`src/rtl/if_pkg.sv`:
```
// Shared constants for the instruction-fetch stage: default widths, reset PC,
// fetch FSM state encoding and the NOP word.
package if_pkg;

   localparam int PC_W    = 30;
   localparam int INSTR_W = 32;

   localparam logic [29:0] RESET_PC = 30'h0000_0C00;

   localparam logic [1:0] ST_BOOT  = 2'd0;
   localparam logic [1:0] ST_ISSUE = 2'd1;
   localparam logic [1:0] ST_WAIT  = 2'd2;
   localparam logic [1:0] ST_DRAIN = 2'd3;

   localparam logic [31:0] NOP = 32'h0000_0000;

endpackage

```
`src/rtl/if_fetch_unit_if.sv`:
```
// Instruction-memory request/response bus between the fetch unit (master)
// and instruction memory (slave).
interface if_fetch_unit_if #(
   parameter int PC_W    = if_pkg::PC_W,
   parameter int INSTR_W = if_pkg::INSTR_W
);

   logic               imem_req_o;
   logic [PC_W-1:0]    imem_addr_o;
   logic [INSTR_W-1:0] imem_rdata_i;
   logic               imem_valid_i;

   modport master (
      output imem_req_o,
      output imem_addr_o,
      input  imem_rdata_i,
      input  imem_valid_i
   );

   modport slave (
      input  imem_req_o,
      input  imem_addr_o,
      output imem_rdata_i,
      output imem_valid_i
   );

endinterface

```
`src/rtl/if_fetch_unit_chk.sv`:
```
// Protocol checker for the fetch unit's instruction-memory interface.
module if_fetch_unit_chk
   import if_pkg::*;
(
   input logic       clk,
   input logic       rst,
   input logic [1:0] state,
   input logic       imem_valid
);

   // A response is only legal while a request is outstanding or being drained
   a_valid_in_window: assert property (@(posedge clk) disable iff (!rst)
      imem_valid |-> (state == ST_WAIT || state == ST_DRAIN));

endmodule

```
`src/rtl/pc_next_sel.sv`:
```
// Redirect priority mux: a resolved branch is oldest and wins over jr/jalr,
// which wins over j/jal.
module pc_next_sel #(
   parameter int PC_W = if_pkg::PC_W
) (
   input  logic            br_taken,
   input  logic [PC_W-1:0] br_target,
   input  logic            jmpr,
   input  logic [PC_W-1:0] jmpr_target,
   input  logic            jmp,
   input  logic [PC_W-1:0] jmp_target,
   output logic            redirect,
   output logic [PC_W-1:0] target
);

   // Priority selection of the redirect target
   always_comb begin
      redirect = br_taken | jmpr | jmp;
      if (br_taken) begin
         target = br_target;
      end else if (jmpr) begin
         target = jmpr_target;
      end else if (jmp) begin
         target = jmp_target;
      end else begin
         target = {PC_W{1'b0}};
      end
   end

endmodule

```
`src/rtl/if_fetch_unit.sv`:
```
// MIPS instruction-fetch stage: owns the PC, keeps one imem request in flight,
// buffers one instruction for IF/ID and discards responses made stale by redirects.
module if_fetch_unit #(
   parameter int              PC_W     = if_pkg::PC_W,
   parameter int              INSTR_W  = if_pkg::INSTR_W,
   parameter logic [PC_W-1:0] RESET_PC = if_pkg::RESET_PC
) (
   input  logic               clk,
   input  logic               rst,
   input  logic               stall_i,
   input  logic               br_taken_i,
   input  logic [PC_W-1:0]    br_target_i,
   input  logic               jmpr_i,
   input  logic [PC_W-1:0]    jmpr_target_i,
   input  logic               jmp_i,
   input  logic [PC_W-1:0]    jmp_target_i,
   if_fetch_unit_if.master    imem,
   output logic [INSTR_W-1:0] if_instr_o,
   output logic [PC_W-1:0]    if_pc_o,
   output logic               if_valid_o
);

   import if_pkg::*;

   logic [1:0]         state_r;
   logic [1:0]         state_nxt_s;
   logic [PC_W-1:0]    pc_r;
   logic [PC_W-1:0]    pc_nxt_s;
   logic [PC_W-1:0]    pc_inc_s;
   logic [PC_W-1:0]    target_s;
   logic               redirect_s;
   logic               buf_valid_r;
   logic               buf_valid_nxt_s;
   logic [INSTR_W-1:0] instr_r;
   logic [PC_W-1:0]    buf_pc_r;
   logic               consume_s;
   logic               issue_s;
   logic               fill_s;

   pc_next_sel #(.PC_W(PC_W)) u_pc_next_sel (
      .br_taken    (br_taken_i),
      .br_target   (br_target_i),
      .jmpr        (jmpr_i),
      .jmpr_target (jmpr_target_i),
      .jmp         (jmp_i),
      .jmp_target  (jmp_target_i),
      .redirect    (redirect_s),
      .target      (target_s)
   );

   // Modulo increment: the top word address wraps to zero
   assign pc_inc_s  = pc_r + {{(PC_W-1){1'b0}}, 1'b1};
   assign consume_s = buf_valid_r & ~stall_i;
   // Only request when the response is guaranteed a free buffer slot
   assign issue_s   = (state_r == ST_ISSUE) & (~buf_valid_r | consume_s) & ~redirect_s;
   assign fill_s    = (state_r == ST_WAIT) & imem.imem_valid_i & ~redirect_s;

   assign imem.imem_req_o  = issue_s;
   assign imem.imem_addr_o = issue_s ? pc_r : {PC_W{1'b0}};

   // Fetch FSM next-state decode
   always_comb begin
      state_nxt_s = state_r;
      case (state_r)
         ST_BOOT: begin
            state_nxt_s = ST_ISSUE;
         end
         ST_ISSUE: begin
            if (issue_s) begin
               state_nxt_s = ST_WAIT;
            end else begin
               state_nxt_s = ST_ISSUE;
            end
         end
         ST_WAIT: begin
            if (imem.imem_valid_i) begin
               state_nxt_s = ST_ISSUE;
            end else if (redirect_s) begin
               state_nxt_s = ST_DRAIN;
            end else begin
               state_nxt_s = ST_WAIT;
            end
         end
         ST_DRAIN: begin
            if (imem.imem_valid_i) begin
               state_nxt_s = ST_ISSUE;
            end else begin
               state_nxt_s = ST_DRAIN;
            end
         end
         default: begin
            state_nxt_s = ST_BOOT;
         end
      endcase
   end

   // PC and buffer-occupancy next values; a redirect beats stall and refill
   always_comb begin
      pc_nxt_s        = pc_r;
      buf_valid_nxt_s = buf_valid_r;
      if (redirect_s) begin
         pc_nxt_s        = target_s;
         buf_valid_nxt_s = 1'b0;
      end else if (fill_s) begin
         pc_nxt_s        = pc_inc_s;
         buf_valid_nxt_s = 1'b1;
      end else if (consume_s) begin
         buf_valid_nxt_s = 1'b0;
      end else begin
         buf_valid_nxt_s = buf_valid_r;
      end
   end

   // State, PC and IF/ID buffer registers
   always_ff @(posedge clk or negedge rst) begin
      if (!rst) begin
         state_r     <= ST_BOOT;
         pc_r        <= RESET_PC;
         buf_valid_r <= 1'b0;
         instr_r     <= INSTR_W'(NOP);
         buf_pc_r    <= {PC_W{1'b0}};
      end else begin
         state_r     <= state_nxt_s;
         pc_r        <= pc_nxt_s;
         buf_valid_r <= buf_valid_nxt_s;
         if (fill_s) begin
            instr_r  <= imem.imem_rdata_i;
            buf_pc_r <= pc_inc_s;
         end
      end
   end

   assign if_instr_o = instr_r;
   assign if_pc_o    = buf_pc_r;
   assign if_valid_o = buf_valid_r;

   if_fetch_unit_chk u_chk (
      .clk        (clk),
      .rst        (rst),
      .state      (state_r),
      .imem_valid (imem.imem_valid_i)
   );

endmodule

```
`src/flat_wrapper.sv`:
```
// flat-port wrapper written by rule: the top's interface ports become plain ports
module if_fetch_unit_flat import if_pkg::*;
#(
   parameter int              PC_W     = if_pkg::PC_W,
   parameter int              INSTR_W  = if_pkg::INSTR_W,
   parameter logic [PC_W-1:0] RESET_PC = if_pkg::RESET_PC
)
  (clk, rst, stall_i, br_taken_i, br_target_i, jmpr_i, jmpr_target_i, jmp_i, jmp_target_i, if_instr_o, if_pc_o, if_valid_o, imem_imem_req_o, imem_imem_addr_o, imem_imem_rdata_i, imem_imem_valid_i);
  if_fetch_unit_if #(.PC_W(PC_W), .INSTR_W(INSTR_W)) imem_i ();
  input  logic clk;
  input  logic rst;
  input  logic stall_i;
  input  logic br_taken_i;
  input  logic [PC_W-1:0] br_target_i;
  input  logic jmpr_i;
  input  logic [PC_W-1:0] jmpr_target_i;
  input  logic jmp_i;
  input  logic [PC_W-1:0] jmp_target_i;
  output logic [INSTR_W-1:0] if_instr_o;
  output logic [PC_W-1:0] if_pc_o;
  output logic if_valid_o;
  output wire logic [$bits(imem_i.imem_req_o)-1:0] imem_imem_req_o;
  output wire logic [$bits(imem_i.imem_addr_o)-1:0] imem_imem_addr_o;
  input wire logic [$bits(imem_i.imem_rdata_i)-1:0] imem_imem_rdata_i;
  input wire logic [$bits(imem_i.imem_valid_i)-1:0] imem_imem_valid_i;
  assign imem_imem_req_o = imem_i.imem_req_o;
  assign imem_imem_addr_o = imem_i.imem_addr_o;
  assign imem_i.imem_rdata_i = imem_imem_rdata_i;
  assign imem_i.imem_valid_i = imem_imem_valid_i;
  if_fetch_unit #(.PC_W(PC_W), .INSTR_W(INSTR_W), .RESET_PC(RESET_PC)) u_core (.clk(clk), .rst(rst), .stall_i(stall_i), .br_taken_i(br_taken_i), .br_target_i(br_target_i), .jmpr_i(jmpr_i), .jmpr_target_i(jmpr_target_i), .jmp_i(jmp_i), .jmp_target_i(jmp_target_i), .imem(imem_i), .if_instr_o(if_instr_o), .if_pc_o(if_pc_o), .if_valid_o(if_valid_o));
endmodule
```
`config.mk`:
```
export PLATFORM = sky130hd
export DESIGN_NAME = if_fetch_unit_flat
export DESIGN_NICKNAME = d
export VERILOG_FILES = /design/src/rtl/if_pkg.sv /design/src/rtl/if_fetch_unit_if.sv /design/src/rtl/if_fetch_unit_chk.sv /design/src/rtl/pc_next_sel.sv /design/src/rtl/if_fetch_unit.sv /design/src/flat_wrapper.sv
export SDC_FILE = /design/constraint.sdc
export NUM_CORES = 1
export LEC_CHECK = 0
export BUFFER_PORTS_ARGS = -buffer_cell sky130_fd_sc_hd__clkbuf_2
export CAP_MARGIN = 20
export CORE_MARGIN = 2
export CORE_UTILIZATION = 40
export DETAILED_ROUTE_END_ITERATION = 10
export PLACE_DENSITY = 0.69
export SLEW_MARGIN = 5
export SYNTH_ARGS = -nofsm -noshare
export SYNTH_HDL_FRONTEND = slang
export SYNTH_SLANG_ARGS = --single-unit
```
`constraint.sdc`:
```
create_clock -name clk -period 2.8 [get_ports clk]
set_input_delay 0.14 -clock clk [delete_from_list [all_inputs] [get_ports clk]]
set_output_delay 0.14 -clock clk [all_outputs]
set_load 0.005 [all_outputs]
```
# Yosys cells after proc, flatten, opt, wreduce, memory -nomap -nowiden
# Index checks and enable logic that the tools add are counted.
# word_totals
register_bits	95
# classes
n_eq_ne	3
bitwise_logic	11
addsub	1
mux	14
reduce_logical	3
# op_table
cell	count
2-to-1 mux 30 bit	6
adder 30 x 1 -> 30 bit, second input constant	1
one-hot mux 2 bit (4 select lines)	1
2-to-1 mux 2 bit	3
bitwise AND 1 bit	5
equality test 2 bit, second input constant	2
2-to-1 mux 1 bit	4
inverter 1 bit	3
bitwise OR 1 bit	3
nonzero test 3 bit	1
equality test 2 x 1 -> 1 bit, second input constant	1
zero test 2 bit	1
nonzero test 2 bit	1

# Longest topological paths before layout
# Gate-level depths: netlist of the first run.
# logic_depth
ltp_word	7
depth_mapped	7
depth_no_buf	6

# Hierarchy
# Synthesis of the first run repeated with hierarchy kept, for this count alone.
# hier_totals
hier_cells	677
hier_area_um2	5525.3
# modules_own_cells
mod	area_each_um2	cells_each	seq_area_each_um2	n_inst
if_fetch_unit	4688.2	539	2379.8	1
pc_next_sel	837.1	138	0.0	1

# Worst setup path before layout of the first run
# OpenSTA, ideal clock, no wires.
# synth_path
kind	reg-to-reg
from	register u_core.pc_r[0]
to	register u_core.pc_r[20]
t_arrival_ns	1.647
synth_period_minus_slack_ns	1.790
t_required_ns	2.657
path_stages_with_launch	7
path_slack_ns	1.010
path_buffers	0
path_cell_list	dfrtp_1 -> ha_1 -> nand3_2 -> nor4_4 -> nand4_1 -> xor2_1 -> o221ai_1
# synth_between
elab_chain_cells	3
# synth_rtl
item	line	text
start: declaration	if_fetch_unit.sv:27	logic [PC_W-1:0] pc_r;
start signal: assignment	if_fetch_unit.sv:124	pc_r <= pc_nxt_s;
adder 30 x 1 -> 30 bit	if_fetch_unit.sv:52	assign pc_inc_s = pc_r + {{(PC_W-1){1'b0}}, 1'b1};
2-to-1 mux 30 bit	if_fetch_unit.sv:104	end else if (fill_s) begin
2-to-1 mux 30 bit	if_fetch_unit.sv:101	if (redirect_s) begin
# Every way passes these cells. The select of a mux whose other input is x is not followed.
# A chain may end at the register's enable or synchronous reset.

# Worst setup path after layout of the first run
# layout_path
from	register u_core.state_r[0]
to	register u_core.pc_r[18]
# layout_between
elab_chain_cells	4
# layout_rtl
item	line	text
start: declaration	if_fetch_unit.sv:25	logic [1:0] state_r;
start signal: assignment	if_fetch_unit.sv:123	state_r <= state_nxt_s;
equality test 2 bit	if_fetch_unit.sv:56	assign fill_s = (state_r == ST_WAIT) & imem.imem_valid_i & ~redirect_s;
bitwise AND 1 bit (2 in a row)	if_fetch_unit.sv:56	
nonzero test 2 bit (no source line)	--	
# Every way passes these cells.

==> metrics.cfg, run 1 <==
[outcome]
status = complete, no violations

[final_layout]
utilization_pct = 52.9
area_growth_pct = 28.5
nNetsFinal = 844
final_cells = 891
layout_common_cells = 221 x clkbuf_2, 93 x dfrtp_1, 75 x nand2_1
drive_above_1_share_pct = 41.7
antenna_cells = 0
final_area_mm2 = 0.00673
layout_commonest_cell = clkbuf_2
fillers = 1193

[timing]
period_share_pct = 79.1
finClkSkew_ns = 0.00590
period_needed_ns = 2.21
setup_tns_ns = 0
finalSetupViolCount = 0
rsz0062_at_grt = no
max_freq_ghz = 0.451
relSlewSlack_pct = 35.2
slew_viol_final = 0
setup_slack_ns = 0.585
tightestPinTransition_ns = 0.972
finalHoldViolations = 0

[floorplanning]
die_h_um = 118
start_util_pct = 41.2
io_pins = 223
core_mm2 = 0.0127
dieArea_mm2 = 0.0140
rows = 41
die_w_um = 118

[setup_path]
end_kind = register
crit_required_ns = 3.00
worst-path-max-fanout = 11
arrival_ns = 2.42
worstSetupStartpointType = register
critPathKind = reg -> reg

[yosys]
synth_compound_area_share_pct = 12.6
async_reset_ff_share_pct = 100
ys.warnings.count = 0
synth_top_family_by_area = simple AND/OR/NAND/NOR gates
yosys.area_share.simple_pct = 19.9
seq_area_frac_synth_pct = 45.4
synth_edf_count = 0
syn_area_mm2 = 0.00524
syn-num-nets = 645
synthFlopType = dfrtp_1
synth_xor_area_share_pct = 9.53
synth-adder-area-share_pct = 0.239
ys_seq_elements = 95
avgSynthCellArea_um2 = 10.2
syn_inst = 515
synth_mux_area_share_pct = 7.29
synth_cell_types = 46

[clock_tree]
clkTransAtPathRegs_ns = 0.07
cts_tree = yes
clock_path_buffers = 2
clk_latency_ns = 0.34
clock_sinks = 95
post_cts_resized = 0
cts_buffers = 9
cts_root_buffer = clkbuf_16
htree_levels = 3

[global_route]
grt_pass1_vias = 4778
grt_use_met3_pct = 4.34
grt_usage_pct = 21.6
grt_first_pass_wirelength_um = 24200
antenna_found_initial = 0
use_met2_pct = 34.9
grt_max_degree = 92
busiest_layer = met2
grt-ovfl-total = 0
met1_usage_pct = 29.2

[power]
peakVddDrop_uv = 236
p_per_area_mw_per_mm2 = 481
p_leak_nw = 3.31

[route]
dr.pass1.iters = 5
vias_per_cell = 5.22
post_drt_wl_per_cell_um = 16.9
vias = 4653
drc = 0
first_iter_violations = 257
routed_wl_um = 15100
ant_nets = 0

[placed_design]
portBuffers = 222
dpl.cell_count = 873
dp_hpwl_um = 11300
gp_congestion = 0.879
place_ws_ns = 0.609
dpl-instance-area_mm2 = 0.00638

[hold_path]
hold_path_class = in -> reg

[flow_run]
maxCapViolCount = 0

==> cells in the mapped netlist (2+ instances only) <==
cell      count  area [um^2]
dfrtp_1      93         2330
nand2_1      76          285
xor2_1       34          298
mux2_2       33          372
o21ai_0      33          165
a22oi_1      30          225
and2_1       27          169
o221ai_1     26          228
xnor2_1      23          201
clkbuf_1     22         82.6
nand3_1      15         75.1
nand4_1      15         93.8
nor2_1       15         56.3
buf_2        10         50.1
and3_1        7         43.8
nor3_1        7         35.0
a21oi_1       4         20.0
buf_6         4         45.0
clkbuf_8      4         55.1
nor4_4        4         85.1
and4_1        3         26.3
clkbuf_2      2         10.0
dfstp_2       2         52.6
inv_1         2         7.51
nand3b_1      2         15.0
nor3_2        2         20.0
==> metal layers <==
metal	vias to the layer above	routed length (um)
met4	0	263
met3	21	1100
met2	203	6930
li1	2230	-
met5	-	0
met1	2199	6770
==> metrics by stage <==
step / total power [W] / hold WS [ns]
2_1_floorplan: 0.00178 / -0.156
3_3_place_gp: 0.00200 / 0.358
3_5_place_dp: 0.00201 / 0.362
4_1_cts: 0.00326 / 0.00358
5_1_grt: 0.00338 / 0.0102
6_report: 0.00324 / 0.00967
==> state kept, by name, summed over array words and instances (netlist names) <==
name / flops
u_core.state_r: 2
u_core.if_pc_o: 30
u_core.if_instr_o: 32
u_core.pc_r: 30
u_core.if_valid_o: 1
==> final cells by class <==
cell class,instances,area (um^2),area share [%]
multi-input cells,374,2610,38.7
clock inverters,6,67.6,1.00
inverters,2,7.51,0.112
repair buffers,232,1210,18.0
well taps,172,215,3.20
flip-flops and latches,95,2380,35.4
clock buffers,10,239,3.55
==> worst max-delay path: stages, from the launching register on <==
cell	delay, ns
dfrtp_1	0.39
nand3b_1	0.49
nor4_4	0.69
nand2_1	0.13
xor2_1	0.23
o221ai_1	0.15
==> worst paths after layout <==
path | slack (ns) | from | depth (start not counted) | end
max | 0.59 | u_core.state_r[0] | 5 | u_core.pc_r[18]
min in group asynchronous | 0.26 | rst | 2 | u_core.if_instr_o[20]
max reg2reg | 0.59 | u_core.state_r[0] | 5 | u_core.pc_r[18]
min reg2reg | 0.48 | u_core.if_pc_o[18] | 2 | u_core.if_pc_o[18]
min | 0.01 | br_target_i[8] | 3 | u_core.pc_r[8]
max in group asynchronous | 1.95 | rst | 3 | u_core.pc_r[7]
==> where the power goes <==
part / internal (W) / total (W) / switching (W) / leakage (nW)
clock: 0.000720 / 0.00125 / 0.000534 / 0.145
sequential: 0.00145 / 0.00155 / 0.000108 / 1.26
combinational: 0.000216 / 0.000431 / 0.000215 / 1.90
==> timing repair <==
item / in CTS / in global routing
hold buffers: 1 / 0
hold endpoints to repair: 1 / 0
setup buffers: 0 / 0
==> logic make-up (layout without fill, tap and decap cells) <==
logic type	Yosys count	count (layout)
xor gates and xnor gates	57	57
AOI/OAI and AO/OA	95	95
adders and majority gates	1	1
DFF	95	95
and+or+nand+nor	187	187
muxes	34	34
buffers and inverters	46	250
No activity file was read; power rests on OpenSTA's default activity.
==> run 2, diff against run 1 <==
Settings changed: PLACE_DENSITY 0.69 to 0.72.
Clock period 2.8 ns to 1.8 ns, I/O delays scaled along.
==> run 2 against run 1 <==
The run now ends with negative hold slack, negative setup slack left. Register-to-register slack got worse by 0.59 ns. Sequential power is 52% higher. Clock skew shrank 0.0012 ns. Total power rose by 67%. First-iteration DRC count up 5.8%. Maximum frequency up 23%. Via count grew 11%. Critical path depth increased by 2. Global-route usage up 2.0 points. Clock power is 66% higher. Critical path type unchanged. Critical endpoint is now u_core.pc_r[20]. Largest power group unchanged. Highest routed layer unchanged.
==> metrics.cfg, run 2 (synthesized netlist as in run 1, its figures left out) <==
[outcome]
status = finished with violations
violations = negative hold slack, negative setup slack

[clock_tree]
cts_tree = yes
clk_latency_ns = 0.34  ; about the same
clock_sinks = 95  ; unchanged
cts_buffers = 9  ; unchanged
cts_root_buffer = clkbuf_16
htree_levels = 3  ; unchanged
clkTransAtPathRegs_ns = 0.07  ; about the same
clock_path_buffers = 2  ; unchanged

[route]
ant_nets = 0  ; unchanged
post_drt_wl_per_cell_um = 16.8  ; -0.80%
routed_wl_um = 16900  ; +12%
vias = 5149  ; +11%
vias_per_cell = 5.12  ; -1.9%
dr.pass1.iters = 4  ; -1
drc = 0  ; unchanged
first_iter_violations = 272  ; +5.8%

[setup_path]
worstSetupStartpointType = register
arrival_ns = 2.01  ; -0.41 ns
end_kind = register
crit_required_ns = 2.01  ; -0.99 ns
worst-path-max-fanout = 9  ; -2
critPathKind = reg -> reg

[global_route]
grt_max_degree = 49  ; -47%
antenna_found_initial = 0  ; unchanged
grt_pass1_vias = 5149  ; +7.8%
grt-ovfl-total = 0  ; unchanged
grt_first_pass_wirelength_um = 26400  ; +9.1%
grt_usage_pct = 23.6  ; +2.0 points

[power]
pwr-share-comb_pct = 18.2  ; +4.9 points
p_sw_w = 0.00139  ; +62%
intPower_w = 0.00403  ; +69%
peakVddDrop_uv = 551  ; +130%
clkPwrFrac_pct = 38.3  ; -0.4 points
p_leak_nw = 3.86  ; +17%
sw_frac_of_total_pct = 25.6  ; -0.83 points
p_per_area_mw_per_mm2 = 692  ; +44%
sequentialPowerShare_pct = 43.5  ; -4.5 points

[timing]
relSlewSlack_pct = 60.2  ; +25 points
setup_tns_ns = -0.00158  ; -0.00158 ns
tightestPinTransition_ns = 0.592  ; -0.380 ns
setup_slack_ns = -0.00158  ; -0.587 ns
period_share_pct = 100  ; +21 points
slew_viol_final = 0  ; unchanged
rsz0062_at_grt = yes
finClkSkew_ns = 0.00471  ; -0.00119 ns
period_needed_ns = 1.80  ; -0.413 ns
whs_ns = -0.00377  ; -0.0134 ns
finalHoldViolations = 1  ; +1
finalSetupViolCount = 1  ; +1
max_freq_ghz = 0.555  ; +23%

[floorplanning]
start_util_pct = 41.2  ; unchanged
dieArea_mm2 = 0.0140  ; unchanged
io_pins = 223  ; unchanged
rows = 41  ; unchanged
die_h_um = 118  ; unchanged
core_mm2 = 0.0127  ; unchanged
die_w_um = 118  ; unchanged

[placed_design]
dp_hpwl_um = 12300  ; +8.2%
gp_congestion = 0.894  ; +1.7%
portBuffers = 222  ; unchanged
dpl.cell_count = 919  ; +5.3%
dpl-instance-area_mm2 = 0.00677  ; +6.0%

[final_layout]
nNetsFinal = 958  ; +14%
area_growth_pct = 49.6
final_area_mm2 = 0.00783  ; +16%
drive_above_1_share_pct = 43.8  ; +2.1 points
antenna_cells = 0  ; unchanged
final_cells = 1005  ; +13%
layout_commonest_cell = clkbuf_2
fillers = 1050  ; -12%
largest_register_ffs = 32  ; unchanged
layout_common_cells = 221 x clkbuf_2, 92 x dfrtp_1, 74 x nand2_1

[flow_run]
maxCapViolCount = 0  ; unchanged

[hold_path]
hold_path_class = in -> reg

## run 2: cell count changes in the layout (fill, tap and decap cells not counted), moves of 3 or more
cell,change
dlygate4sd3_1,+56
buf_4,+50
buf_6,+6
o21ai_0,-5
o21ai_1,+5
buf_12,+3
## run 2: power groups by stage
stage                     combinational [W]  sequential [W]  clock, W
after floorplan                    0.000401         0.00237         0
after global placement             0.000824         0.00238         0
after detailed placement           0.000842         0.00238         0
after CTS                          0.000952         0.00235   0.00211
after global routing                0.00108         0.00237   0.00221
final                              0.000987         0.00236   0.00207
## run 2: worst max-delay path, cell delays in order (launching register included)
cell and delay [ns]:
dfstp_2 0.56, nand4_1 0.17, buf_4 0.19, nor4_4 0.15, buf_6 0.18, nand4_1 0.12
xor2_1 0.16, o221ai_1 0.13
## run 2: path summary, 6_finish.rpt
check | start | end | slack, ns | depth (start not counted)
worst max-delay path | u_core.pc_r[10] | u_core.pc_r[20] | -0.002 | 7
worst min-delay path | br_target_i[24] | u_core.pc_r[24] | -0.004 | 3
worst max register to register | u_core.pc_r[10] | u_core.pc_r[20] | -0.002 | 7
worst min register to register | u_core.if_pc_o[4] | u_core.if_pc_o[4] | 0.48 | 2
max in group asynchronous | rst | u_core.pc_r[16] | 0.95 | 3
min in group asynchronous | rst | u_core.if_instr_o[21] | 0.24 | 2
## run 2: repair_timing
action,CTS,global route
endpoints found under the setup margin,23,31
gates resized for setup,2,22
hold endpoints to repair,87,0
pin swaps,6,16
buffers inserted,1,12
hold buffers,57,0
## run 2: area by class of cell
| cell class | instances | area, um^2 | area share (%) |
|---|---|---|---|
| clock buffers | 11 | 243 | 3.10 |
| clock inverters | 5 | 81.3 | 1.04 |
| well taps | 172 | 215 | 2.75 |
| flip-flops and latches | 95 | 2380 | 30.4 |
| inverters | 2 | 7.51 | 0.0959 |
| repair buffers | 346 | 2250 | 28.7 |
| multi-input cells | 374 | 2660 | 33.9 |
## run 2: through the flow
stage / total power, W / setup WS (ns) / utilization (%)
2_1_floorplan: 0.00278 / 0.0104 / -
3_3_place_gp: 0.00320 / 0.0533 / 53.2
3_5_place_dp: 0.00323 / -0.0216 / 53.2
4_1_cts: 0.00541 / 0.00553 / 60.4
5_1_grt: 0.00565 / -0.0781 / 61.6
6_report: 0.00542 / -0.00158 / 61.6
## run 2: per-layer routing
| layer | part of all wire, % | track usage (%) | wire length, um |
|---|---|---|---|
| met4 | 3.0 | 10.0 | 500 |
| met3 | 6.8 | 4.34 | 1140 |
| met1 | 42 | 30.8 | 7140 |
| met2 | 48 | 38.6 | 8070 |
| met5 | 0 | 0 | 0 |
==> run 3, diff against run 2 <==
--- a/config.mk
+++ b/config.mk
@@ -12,3 +12,4 @@
 export DETAILED_ROUTE_END_ITERATION = 10
-export PLACE_DENSITY = 0.72
+export HOLD_SLACK_MARGIN = 0.08
+export PLACE_DENSITY = 0.71
 export SLEW_MARGIN = 5
@@ -16,2 +17,3 @@
 export SYNTH_HDL_FRONTEND = slang
+export SYNTH_HIERARCHICAL = 1
 export SYNTH_SLANG_ARGS = --single-unit
==> constraint.sdc (replaced) <==
create_clock -name clk -period 1.8 [get_ports clk]
set_input_delay 0.18 -clock clk [delete_from_list [all_inputs] [get_ports clk]]
set_output_delay 0.18 -clock clk [all_outputs]
set_load 0.005 [all_outputs]
==> run 3 against run 2 <==
The flow finishes with violations (negative setup slack). Maximum frequency decreased by 4.1%. Total power decreased by 2.1%. Final area increased by 1.0%. Register-to-register slack worse by 0.08 ns. Clock skew rose by 0.0054 ns. Die area is 5.3% higher. Global-route usage down 0.099 points. Sequential share of layout area fell by 0.31 points. Non-clock buffer count decreased by 27. Utilization fell by 2.3 points. Critical endpoint is now u_core/pc_r[22]. Largest cell class unchanged. Highest routed layer unchanged.
==> metrics.cfg, run 3 <==
[outcome]
status = finished with violations
violations = negative setup slack

[yosys]
syn-num-nets = 807  ; +25%
synth_edf_count = 0  ; unchanged
synth_top_area_cell = dfrtp_1
ys.warnings.count = 6  ; +6
ys_seq_elements = 95  ; unchanged
synthTopCellsByArea = dfrtp_1 42%, nand2_1 12%, a21oi_1 6.0%
syn_area_mm2 = 0.00553  ; +5.5%
synthFlopType = dfrtp_1
synthTopCellsByCount = 177 x nand2_1, 93 x dfrtp_1, 66 x a21oi_1
avgSynthCellArea_um2 = 8.16  ; -20%
seq_area_frac_synth_pct = 43.1  ; -2.4 points
netlist.area_leader.share_pct = 42.1  ; -2.3 points
post-synth-top-count-cell = nand2_1
syn_inst = 677  ; +31%
async_reset_ff_share_pct = 100  ; unchanged
synth_cell_types = 46  ; unchanged

[setup_path]
crit_required_ns = 2.08  ; +0.07 ns
reg2reg_from = u_core/pc_r[10]
worstRegToRegCells = 5  ; -2
rr_endpoint = u_core/pc_r[22]
cpMaxStageDelayCell = or4_4
crit_family = simple AND/OR/NAND/NOR gates
arrival_ns = 2.16  ; +0.15 ns
rrSetupSlack_ns = -0.08  ; -0.08 ns
end_kind = register
cp_cell_sequence = and3_4 > nand4_4 > or4_4 > or3_1 > nand3_1
crit_buf_inv = 0  ; -2
slowest_delay_ns = 0.54  ; -0.02 ns
worst-path-max-fanout = 6  ; -3
worstSetupStartpointType = register
critPathKind = reg -> reg

[global_route]
antenna_found_initial = 0  ; unchanged
grt_pass1_vias = 5497  ; +6.8%
grt_first_pass_wirelength_um = 27500  ; +4.0%
grt_usage_pct = 23.5  ; -0.099 points
grt-ovfl-total = 0  ; unchanged
grt_max_degree = 96  ; +96%

[timing]
finClkSkew_ns = 0.0101  ; +0.00536 ns
finalSetupViolCount = 4  ; +3
period_needed_ns = 1.88  ; +0.0775 ns
setup_slack_ns = -0.0790  ; -0.0775 ns
relSlewSlack_pct = 63.2  ; +3.0 points
slew_viol_final = 0  ; unchanged
setup_tns_ns = -0.204  ; -0.202 ns
whs_ns = 0.151  ; +0.154 ns
tightestPinTransition_ns = 0.551  ; -0.0409 ns
period_share_pct = 104  ; +4.3 points
finalHoldViolations = 0  ; -1
max_freq_ghz = 0.532  ; -4.1%
rsz0062_at_grt = yes

[floorplanning]
die_h_um = 122  ; +2.6%
start_util_pct = 41.4  ; +0.24 points
core_mm2 = 0.0133  ; +4.9%
die_w_um = 122  ; +2.6%
io_pins = 223  ; unchanged
dieArea_mm2 = 0.0148  ; +5.3%
rows = 42  ; +2.4%

[clock_tree]
clock_sinks = 95  ; unchanged
cts_root_buffer = clkbuf_16
clock_path_buffers = 2  ; unchanged
htree_levels = 3  ; unchanged
clkTransAtPathRegs_ns = 0.07  ; about the same
cts_buffers = 9  ; unchanged
clk_latency_ns = 0.35  ; about the same
cts_tree = yes

[route]
post_drt_wl_per_cell_um = 15.3  ; -8.7%
first_iter_violations = 323  ; +19%
drc = 0  ; unchanged
ant_nets = 0  ; unchanged
dr.pass1.iters = 4  ; unchanged
vias = 5640  ; +9.5%
routed_wl_um = 17300  ; +2.9%
vias_per_cell = 4.98  ; -2.8%

[final_layout]
nNetsFinal = 1082  ; +13%
area_growth_pct = 43.2
fillers = 1218  ; +16%
layout_commonest_cell = clkbuf_2
drive_above_1_share_pct = 35.6  ; -8.2 points
utilization_pct = 59.3  ; -2.3 points
antenna_cells = 0  ; unchanged
largest_register_ffs = 32  ; unchanged
layout_common_cells = 221 x clkbuf_2, 175 x nand2_1, 92 x dfrtp_1

[hold_path]
hold_path_end = u_core/if_valid_o
hold_depth = 3  ; unchanged
hold_path_class = in -> reg
hp-start = stall_i

[power]
p_per_area_mw_per_mm2 = 671  ; -3.1%
peakVddDrop_uv = 411  ; -25%
p_leak_nw = 4.01  ; +3.9%

[placed_design]
gp_congestion = 0.908  ; +1.5%
dp_hpwl_um = 12500  ; +1.9%
portBuffers = 222  ; unchanged

[flow_run]
maxCapViolCount = 0  ; unchanged

-- run 3: through the flow --
stage,total power [W],cell area (um^2),std cells,setup WS (ns)
floorplan,0.00287,5590,677,-0.0806
global placement,0.00335,7100,1081,-0.104
detailed placement,0.00336,7100,1081,-0.168
CTS,0.00530,7750,1129,-0.0679
global route,0.00554,7910,1133,-0.126
finish,0.00531,7910,1133,-0.0790
-- run 3: worst max-delay path by stage --
stage,cells past startpoint,slack (ns),endpoint,from
after CTS,5,-0.07,u_core/pc_r[26],u_core/pc_r[10]
final,5,-0.08,u_core/pc_r[22],u_core/pc_r[10]
after detailed placement,7,-0.17,u_core/if_pc_o[26],jmp_i
after global placement,7,-0.10,u_core/if_pc_o[26],jmp_i
after global routing,5,-0.13,u_core/pc_r[22],u_core/pc_r[10]
after floorplan,6,-0.08,u_core/pc_r[22],u_core/pc_r[10]
-- run 3: timing repair --
action,4_1_cts,5_1_grt
buffers inserted,0,4
pin swaps,2,6
endpoints found under the setup margin,26,57
hold buffers,33,0
hold endpoints to repair,125,0
gates resized for setup,11,28
gates cloned,0,0
-- run 3: final cells by class --
cell class | instances | area (um^2) | area share (%)
clock buffer | 9 | 225 | 2.85
sequential | 95 | 2380 | 30.1
multi-input combinational | 520 | 3030 | 38.3
inverter | 7 | 26.3 | 0.332
timing repair buffer | 319 | 1970 | 24.8
clock inverter | 7 | 67.6 | 0.854
tap | 176 | 220 | 2.78
-- run 3: logic make-up (layout without fill, tap and decap cells) --
logic type	after synthesis	count (layout)	synth area share, %
compound gates	133	133	13.3
flops	95	95	43.1
buf+inv	62	342	5.53
fa+ha+maj	1	1	0.226
simple gates	350	350	32.2
xor+xnor	36	36	5.71
-- run 3: layer usage --
layer  share of wire, %  up-vias  global-route usage, %
met5                  0        -                      0
li1                   -     2815                      -
met2                 46      198                   37.4
met4                2.8        0                   9.91
met1                 45     2593                   32.1
met3                5.9       34                   3.79
-- run 3: power by group --
part,switching (W),internal (W)
registers,0.000104,0.00226
logic,0.000533,0.000532
clock network,0.000904,0.000971
-- run 3: tightest hold or removal path: cells and delay by family --
| family | cells | cell delay (ns) |
|---|---|---|
| AOI/OAI and AO/OA | 1 | 0.09 |
| buffers and inverters | 1 | 0.08 |
| and+or+nand+nor | 1 | 0.11 |
